`src/rtl/multicycle_control_if.sv`:
```
// Control bundle between the multicycle control unit and the datapath.
// The master drives the selects; the slave presents IR fields and ALU flags.
interface multicycle_control_if;
   logic [5:0] Op;
   logic [5:0] Funct;
   logic       Overflow;
   logic       IorD;
   logic       RegDst;
   logic       MemtoReg;
   logic       IRWrite;
   logic       WE3;
   logic       ALUSrcA;
   logic       Branch;
   logic       PCWrite;
   logic       MemWrite;
   logic [1:0] ALUSrcB;
   logic [1:0] PCSrc;
   logic [2:0] ALUControl;
   logic [3:0] State;

   modport master (
      input  Op, Funct, Overflow,
      output IorD, RegDst, MemtoReg, IRWrite, WE3,
      output ALUSrcA, Branch, PCWrite, MemWrite,
      output ALUSrcB, PCSrc, ALUControl, State
   );

   modport slave (
      output Op, Funct, Overflow,
      input  IorD, RegDst, MemtoReg, IRWrite, WE3,
      input  ALUSrcA, Branch, PCWrite, MemWrite,
      input  ALUSrcB, PCSrc, ALUControl, State
   );
endinterface

```
`src/rtl/multicycle_control.sv`:
```
// Multicycle MIPS control: Moore FSM, ALU decoder and overflow capture
// that keeps overflowing signed arithmetic out of the register file.
module multicycle_control (
   input logic                  clk,
   input logic                  reset,
   multicycle_control_if.master bus
);

   typedef enum logic [3:0] {
      FETCH  = 4'd0,
      DECODE = 4'd1,
      MEMADR = 4'd2,
      MEMRD  = 4'd3,
      MEMWB  = 4'd4,
      MEMWR  = 4'd5,
      EXEC   = 4'd6,
      ALUWB  = 4'd7,
      BEQ    = 4'd8,
      ADDIEX = 4'd9,
      ADDIWB = 4'd10,
      JUMP   = 4'd11
   } state_t;

   typedef enum logic [1:0] {
      AOP_NONE  = 2'd0,
      AOP_ADD   = 2'd1,
      AOP_SUB   = 2'd2,
      AOP_FUNCT = 2'd3
   } aluop_t;

   localparam logic [5:0] OP_RTYPE = 6'b000000;
   localparam logic [5:0] OP_LW    = 6'b100011;
   localparam logic [5:0] OP_SW    = 6'b101011;
   localparam logic [5:0] OP_BEQ   = 6'b000100;
   localparam logic [5:0] OP_ADDI  = 6'b001000;
   localparam logic [5:0] OP_J     = 6'b000010;

   localparam logic [5:0] FN_ADD = 6'b100000;
   localparam logic [5:0] FN_SUB = 6'b100010;
   localparam logic [5:0] FN_AND = 6'b100100;
   localparam logic [5:0] FN_OR  = 6'b100101;
   localparam logic [5:0] FN_SLT = 6'b101010;

   state_t     state_q;
   logic       ovf_q;
   aluop_t     aluop;
   logic [2:0] fn_ctl;
   logic       fn_ok;
   logic       fn_arith;

   always_comb begin
      fn_ctl   = 3'b010;
      fn_ok    = 1'b0;
      fn_arith = 1'b0;
      unique case (1'b1)
         (bus.Funct == FN_ADD): begin
            fn_ctl   = 3'b010;
            fn_ok    = 1'b1;
            fn_arith = 1'b1;
         end
         (bus.Funct == FN_SUB): begin
            fn_ctl   = 3'b110;
            fn_ok    = 1'b1;
            fn_arith = 1'b1;
         end
         (bus.Funct == FN_AND): begin
            fn_ctl = 3'b000;
            fn_ok  = 1'b1;
         end
         (bus.Funct == FN_OR): begin
            fn_ctl = 3'b001;
            fn_ok  = 1'b1;
         end
         (bus.Funct == FN_SLT): begin
            fn_ctl = 3'b111;
            fn_ok  = 1'b1;
         end
         default: ;
      endcase
   end

   // Only signed add/sub can overflow; logical ops clear any stale flag.
   always_ff @(posedge clk) begin
      if (reset) begin
         state_q <= FETCH;
         ovf_q   <= 1'b0;
      end else begin
         case (state_q)
            FETCH:  state_q <= DECODE;
            DECODE: begin
               if (bus.Op == OP_LW || bus.Op == OP_SW)
                  state_q <= MEMADR;
               else if (bus.Op == OP_RTYPE)
                  state_q <= EXEC;
               else if (bus.Op == OP_BEQ)
                  state_q <= BEQ;
               else if (bus.Op == OP_ADDI)
                  state_q <= ADDIEX;
               else if (bus.Op == OP_J)
                  state_q <= JUMP;
               else
                  state_q <= FETCH;
            end
            MEMADR: begin
               if (bus.Op == OP_SW)
                  state_q <= MEMWR;
               else
                  state_q <= MEMRD;
            end
            MEMRD:  state_q <= MEMWB;
            EXEC: begin
               state_q <= ALUWB;
               ovf_q   <= fn_arith ? bus.Overflow : 1'b0;
            end
            ADDIEX: begin
               state_q <= ADDIWB;
               ovf_q   <= bus.Overflow;
            end
            default: state_q <= FETCH;
         endcase
      end
   end

   always_comb begin
      bus.IorD     = 1'b0;
      bus.RegDst   = 1'b0;
      bus.MemtoReg = 1'b0;
      bus.IRWrite  = 1'b0;
      bus.WE3      = 1'b0;
      bus.ALUSrcA  = 1'b0;
      bus.Branch   = 1'b0;
      bus.PCWrite  = 1'b0;
      bus.MemWrite = 1'b0;
      bus.ALUSrcB  = 2'b00;
      bus.PCSrc    = 2'b00;
      aluop        = AOP_NONE;
      case (state_q)
         FETCH: begin
            bus.IRWrite = 1'b1;
            bus.PCWrite = 1'b1;
            bus.ALUSrcB = 2'b01;
            aluop       = AOP_ADD;
         end
         DECODE: begin
            bus.ALUSrcB = 2'b11;
            aluop       = AOP_ADD;
         end
         MEMADR: begin
            bus.ALUSrcA = 1'b1;
            bus.ALUSrcB = 2'b10;
            aluop       = AOP_ADD;
         end
         MEMRD: bus.IorD = 1'b1;
         MEMWB: begin
            bus.WE3      = 1'b1;
            bus.MemtoReg = 1'b1;
         end
         MEMWR: begin
            bus.IorD     = 1'b1;
            bus.MemWrite = 1'b1;
         end
         EXEC: begin
            bus.ALUSrcA = 1'b1;
            aluop       = AOP_FUNCT;
         end
         ALUWB: begin
            bus.RegDst = 1'b1;
            bus.WE3    = !ovf_q && fn_ok;
         end
         BEQ: begin
            bus.ALUSrcA = 1'b1;
            bus.Branch  = 1'b1;
            bus.PCSrc   = 2'b01;
            aluop       = AOP_SUB;
         end
         ADDIEX: begin
            bus.ALUSrcA = 1'b1;
            bus.ALUSrcB = 2'b10;
            aluop       = AOP_ADD;
         end
         ADDIWB: bus.WE3 = !ovf_q;
         JUMP: begin
            bus.PCWrite = 1'b1;
            bus.PCSrc   = 2'b10;
         end
         default: ;
      endcase
      if (reset) begin
         bus.PCWrite  = 1'b0;
         bus.IRWrite  = 1'b0;
         bus.WE3      = 1'b0;
         bus.MemWrite = 1'b0;
         bus.Branch   = 1'b0;
      end
   end

   always_comb begin
      case (aluop)
         AOP_ADD:   bus.ALUControl = 3'b010;
         AOP_SUB:   bus.ALUControl = 3'b110;
         AOP_FUNCT: bus.ALUControl = fn_ctl;
         default:   bus.ALUControl = 3'b000;
      endcase
   end

   assign bus.State = state_q;

endmodule
```
`src/flat_wrapper.sv`:
```
// flat-port wrapper written by rule: the top's interface ports become plain ports
module multicycle_control_flat 
  (clk, reset, bus_Op, bus_Funct, bus_Overflow, bus_IorD, bus_RegDst, bus_MemtoReg, bus_IRWrite, bus_WE3, bus_ALUSrcA, bus_Branch, bus_PCWrite, bus_MemWrite, bus_ALUSrcB, bus_PCSrc, bus_ALUControl, bus_State);
  multicycle_control_if bus_i ();
  input logic clk;
  input logic reset;
  input wire logic [$bits(bus_i.Op)-1:0] bus_Op;
  input wire logic [$bits(bus_i.Funct)-1:0] bus_Funct;
  input wire logic [$bits(bus_i.Overflow)-1:0] bus_Overflow;
  output wire logic [$bits(bus_i.IorD)-1:0] bus_IorD;
  output wire logic [$bits(bus_i.RegDst)-1:0] bus_RegDst;
  output wire logic [$bits(bus_i.MemtoReg)-1:0] bus_MemtoReg;
  output wire logic [$bits(bus_i.IRWrite)-1:0] bus_IRWrite;
  output wire logic [$bits(bus_i.WE3)-1:0] bus_WE3;
  output wire logic [$bits(bus_i.ALUSrcA)-1:0] bus_ALUSrcA;
  output wire logic [$bits(bus_i.Branch)-1:0] bus_Branch;
  output wire logic [$bits(bus_i.PCWrite)-1:0] bus_PCWrite;
  output wire logic [$bits(bus_i.MemWrite)-1:0] bus_MemWrite;
  output wire logic [$bits(bus_i.ALUSrcB)-1:0] bus_ALUSrcB;
  output wire logic [$bits(bus_i.PCSrc)-1:0] bus_PCSrc;
  output wire logic [$bits(bus_i.ALUControl)-1:0] bus_ALUControl;
  output wire logic [$bits(bus_i.State)-1:0] bus_State;
  assign bus_i.Op = bus_Op;
  assign bus_i.Funct = bus_Funct;
  assign bus_i.Overflow = bus_Overflow;
  assign bus_IorD = bus_i.IorD;
  assign bus_RegDst = bus_i.RegDst;
  assign bus_MemtoReg = bus_i.MemtoReg;
  assign bus_IRWrite = bus_i.IRWrite;
  assign bus_WE3 = bus_i.WE3;
  assign bus_ALUSrcA = bus_i.ALUSrcA;
  assign bus_Branch = bus_i.Branch;
  assign bus_PCWrite = bus_i.PCWrite;
  assign bus_MemWrite = bus_i.MemWrite;
  assign bus_ALUSrcB = bus_i.ALUSrcB;
  assign bus_PCSrc = bus_i.PCSrc;
  assign bus_ALUControl = bus_i.ALUControl;
  assign bus_State = bus_i.State;
  multicycle_control u_core (.clk(clk), .reset(reset), .bus(bus_i));
endmodule
```
`config.mk`:
```
export PLATFORM = sky130hd
export DESIGN_NAME = multicycle_control_flat
export DESIGN_NICKNAME = d
export VERILOG_FILES = /design/src/rtl/multicycle_control_if.sv /design/src/rtl/multicycle_control.sv /design/src/flat_wrapper.sv
export SDC_FILE = /design/constraint.sdc
export NUM_CORES = 1
export LEC_CHECK = 0
export ABC_AREA = 0
export CAP_MARGIN = 30
export CORE_AREA = 2 2 43 45
export CTS_CLUSTER_SIZE = 14
export DETAILED_ROUTE_END_ITERATION = 8
export DIE_AREA = 0 0 45 47
export GPL_TIMING_DRIVEN = 0
export PLACE_DENSITY = 0.8
export SLEW_MARGIN = 20
export SYNTH_ARGS = -nofsm -noshare
export SYNTH_HDL_FRONTEND = slang
export SYNTH_SLANG_ARGS = --single-unit
```
`constraint.sdc`:
```
create_clock -name clk -period 2.8 [get_ports clk]
set_clock_uncertainty 0.1 [all_clocks]
set_input_delay 0.56 -clock clk [delete_from_list [all_inputs] [get_ports clk]]
set_output_delay 0.56 -clock clk [all_outputs]
set_load 0.02 [all_outputs]
```
==> flow_summary.ini <==
[run_status]
outcome = finished, final reports clean

[routing]
vias = 761
wire_per_inst_um = 12.4
drt-total-wl_um = 1730
drt-initial-drc-count = 9
route.detailed.drc = 0
drt_first_pass_iters = 4
antenna_left = 0
via_per_inst = 5.44

[floorplanning]
pin_count = 35
initial_utilization_pct = 37.8
core_sq_um = 1650
die_x_um = 45
rows = 15
die_area_sq_um = 2120
die_y_um = 47

[clock_network]
clock_sink_count = 5
ctsHoldBuffers = 0
htree_levels = 1
clk_pin_slew_ns = 0.05
numCtsBuffers = 3
post_cts_buffers = 0
clkLatencyLatePin_ns = 0.24
ctsRootBufferMaster = clkbuf_4
cts_resized = 7
clk_path_buf_depth = 2
tritoncts = yes

[sta]
post-route-min-period_ns = 2.66
setup_violations = 0
max-slew-margin-rel_pct = 71.4
fmaxAchievable_mhz = 376
whs_ns = 0.550
setup_ws_ns = 0.139
period_share_pct = 95.0
finalHoldViolCount = 0
slew_violations = 0
rsz0062_at_grt = no
tns_ns = 0
tightestPinTransition_ns = 0.429

[yosys]
synth_area_per_cell_sq_um = 7.18
synth_area_sq_um = 624
synth_cells = 87
synth-seq-cells = 5
synth_cell_types = 37
syn_nets = 102
synth_warnings = 0
synth-seq-area-share_pct = 16.0

[cells_and_area]
mostFrequentLayoutCells = 27 x clkdlybuf4s50_1, 11 x nor2_1, 7 x o21ai_0, 6 x a21oi_1, 6 x nor3_1
final_common_cell = clkdlybuf4s50_1
fin_cells = 140
fin_util_pct = 60.2
area_growth_pct = 59.1
nNetsFinal = 139
fin_area_sq_um = 993
antenna_cells = 0
fillers = 160
drive_gt1_share_pct = 13.8

[min_path]
min_path_cells = 3
hold_end = u_core.ovf_q
min-delay-start = u_core.ovf_q
hold_class = reg -> reg

[flow_run]
cap_viol_max_count = 0

[global_routing]
track_usage_pct = 17.5
grt_overflow = 0
grt_pass1_vias = 667
grt_first_pass_wirelength_um = 2770
grt_antenna_before_repair = 0
grt_max_degree = 11

[worst_setup_path]
crit_fanout = 3
r2r_setup_slack_ns = 1.20
critical_path_arrival_ns = 2.00
timing.rr.start = u_core.bus.State[3]
cp-end-kind = primary output
reg2reg_depth = 5
worstPathRequired_ns = 2.14
critical_path_class = in -> out
reg2reg_to = u_core.ovf_q
critPathLaunchType = input port

[placement]
place_ws_ns = -0.316
place.port_buffers = 32
placed_area_sq_um = 966
gp_congestion = 0.851
placed_cells = 136
dpl.hpwl_um = 1360

[power]
p_total_mw = 0.247
ir_drop_uv = 311
p_leak_nw = 0.370
p_per_area_nw_per_um2 = 249
==> report_power, final <==
group	internal [mW]	total, mW	switching (mW)
Clock	0.0539	0.0838	0.0299
Combinational	0.0433	0.0875	0.0442
Sequential	0.0735	0.0760	0.00257
Total	0.171	0.247	0.0767
==> routing by layer <==
| layer | global-route usage, % | routed length, um | part of all wire (%) |
|---|---|---|---|
| met2 | 32.3 | 853 | 49 |
| met3 | 5.00 | 149 | 8.6 |
| met4 | 3.53 | 0 | 0 |
| met5 | 0 | 0 | 0 |
| met1 | 20.2 | 727 | 42 |
==> final cells by class <==
| type | instances | area, sq um | area share, % |
|---|---|---|---|
| multi-input combinational | 73 | 488 | 49.1 |
| buffer | 6 | 32.5 | 3.27 |
| sequential | 5 | 100 | 10.1 |
| timing repair buffer | 32 | 314 | 31.6 |
| clock buffer | 4 | 26.3 | 2.64 |
| tap | 17 | 21.3 | 2.14 |
| inverter | 3 | 11.3 | 1.13 |
==> worst max-delay path, stage by stage <==
cell	delay, ns
clkdlybuf4s50_1	0.38
nand2b_1	0.18
or4b_4	0.54
o21ai_0	0.16
buf_2	0.18
==> worst max path at each step <==
stage / startpoint / to / slack, ns / cells after the start
final: bus_Funct[4] / bus_ALUControl[2] / 0.14 / 5
after CTS: bus_Funct[1] / bus_ALUControl[1] / 0.03 / 5
after floorplan: u_core.bus.State[2] / bus_PCWrite / 0.22 / 4
after detailed placement: bus_Funct[4] / bus_ALUControl[2] / -0.32 / 5
after global routing: u_core.bus.State[3] / bus_Branch / 0.03 / 5
after global placement: bus_Funct[4] / bus_ALUControl[2] / -0.32 / 5
==> Yosys cell counts, drive strengths merged <==
master / instances / area, sq um
a311o: 1 / 10.0
nand3: 3 / 15.0
nand4b: 1 / 8.76
nand4bb: 1 / 27.5
xor2: 2 / 17.5
o31ai: 1 / 7.51
or3: 2 / 12.5
o2111ai: 1 / 8.76
nor2b: 2 / 12.5
inv: 3 / 11.3
a21oi: 7 / 38.8
a31oi: 1 / 6.26
nor3: 6 / 30.0
or2: 3 / 18.8
or4b: 1 / 13.8
and4b: 1 / 10.0
a211o: 1 / 8.76
nor3b: 2 / 15.0
clkbuf: 4 / 15.0
dfxtp: 5 / 100
and3: 1 / 6.26
o41ai: 1 / 8.76
a32oi: 1 / 8.76
o21ai: 7 / 35.0
nor4: 2 / 27.5
o21bai: 1 / 7.51
and2b: 1 / 7.51
nand2b: 5 / 38.8
nand2: 4 / 15.0
xnor2: 1 / 8.76
nor2: 11 / 41.3
buf: 2 / 16.3
a21o: 2 / 15.0
==> kinds of logic after synthesis <==
kind of cell	synth area share (%)
xor+xnor	4.21
compound gates	24.9
flops	16.0
simple gates	48.1
buf+inv	6.81
==> state kept, by name (all words and copies together) (netlist names) <==
signal            count
u_core.ovf_q          1
u_core.bus.State      4
Power figures use the tool's default switching activity.
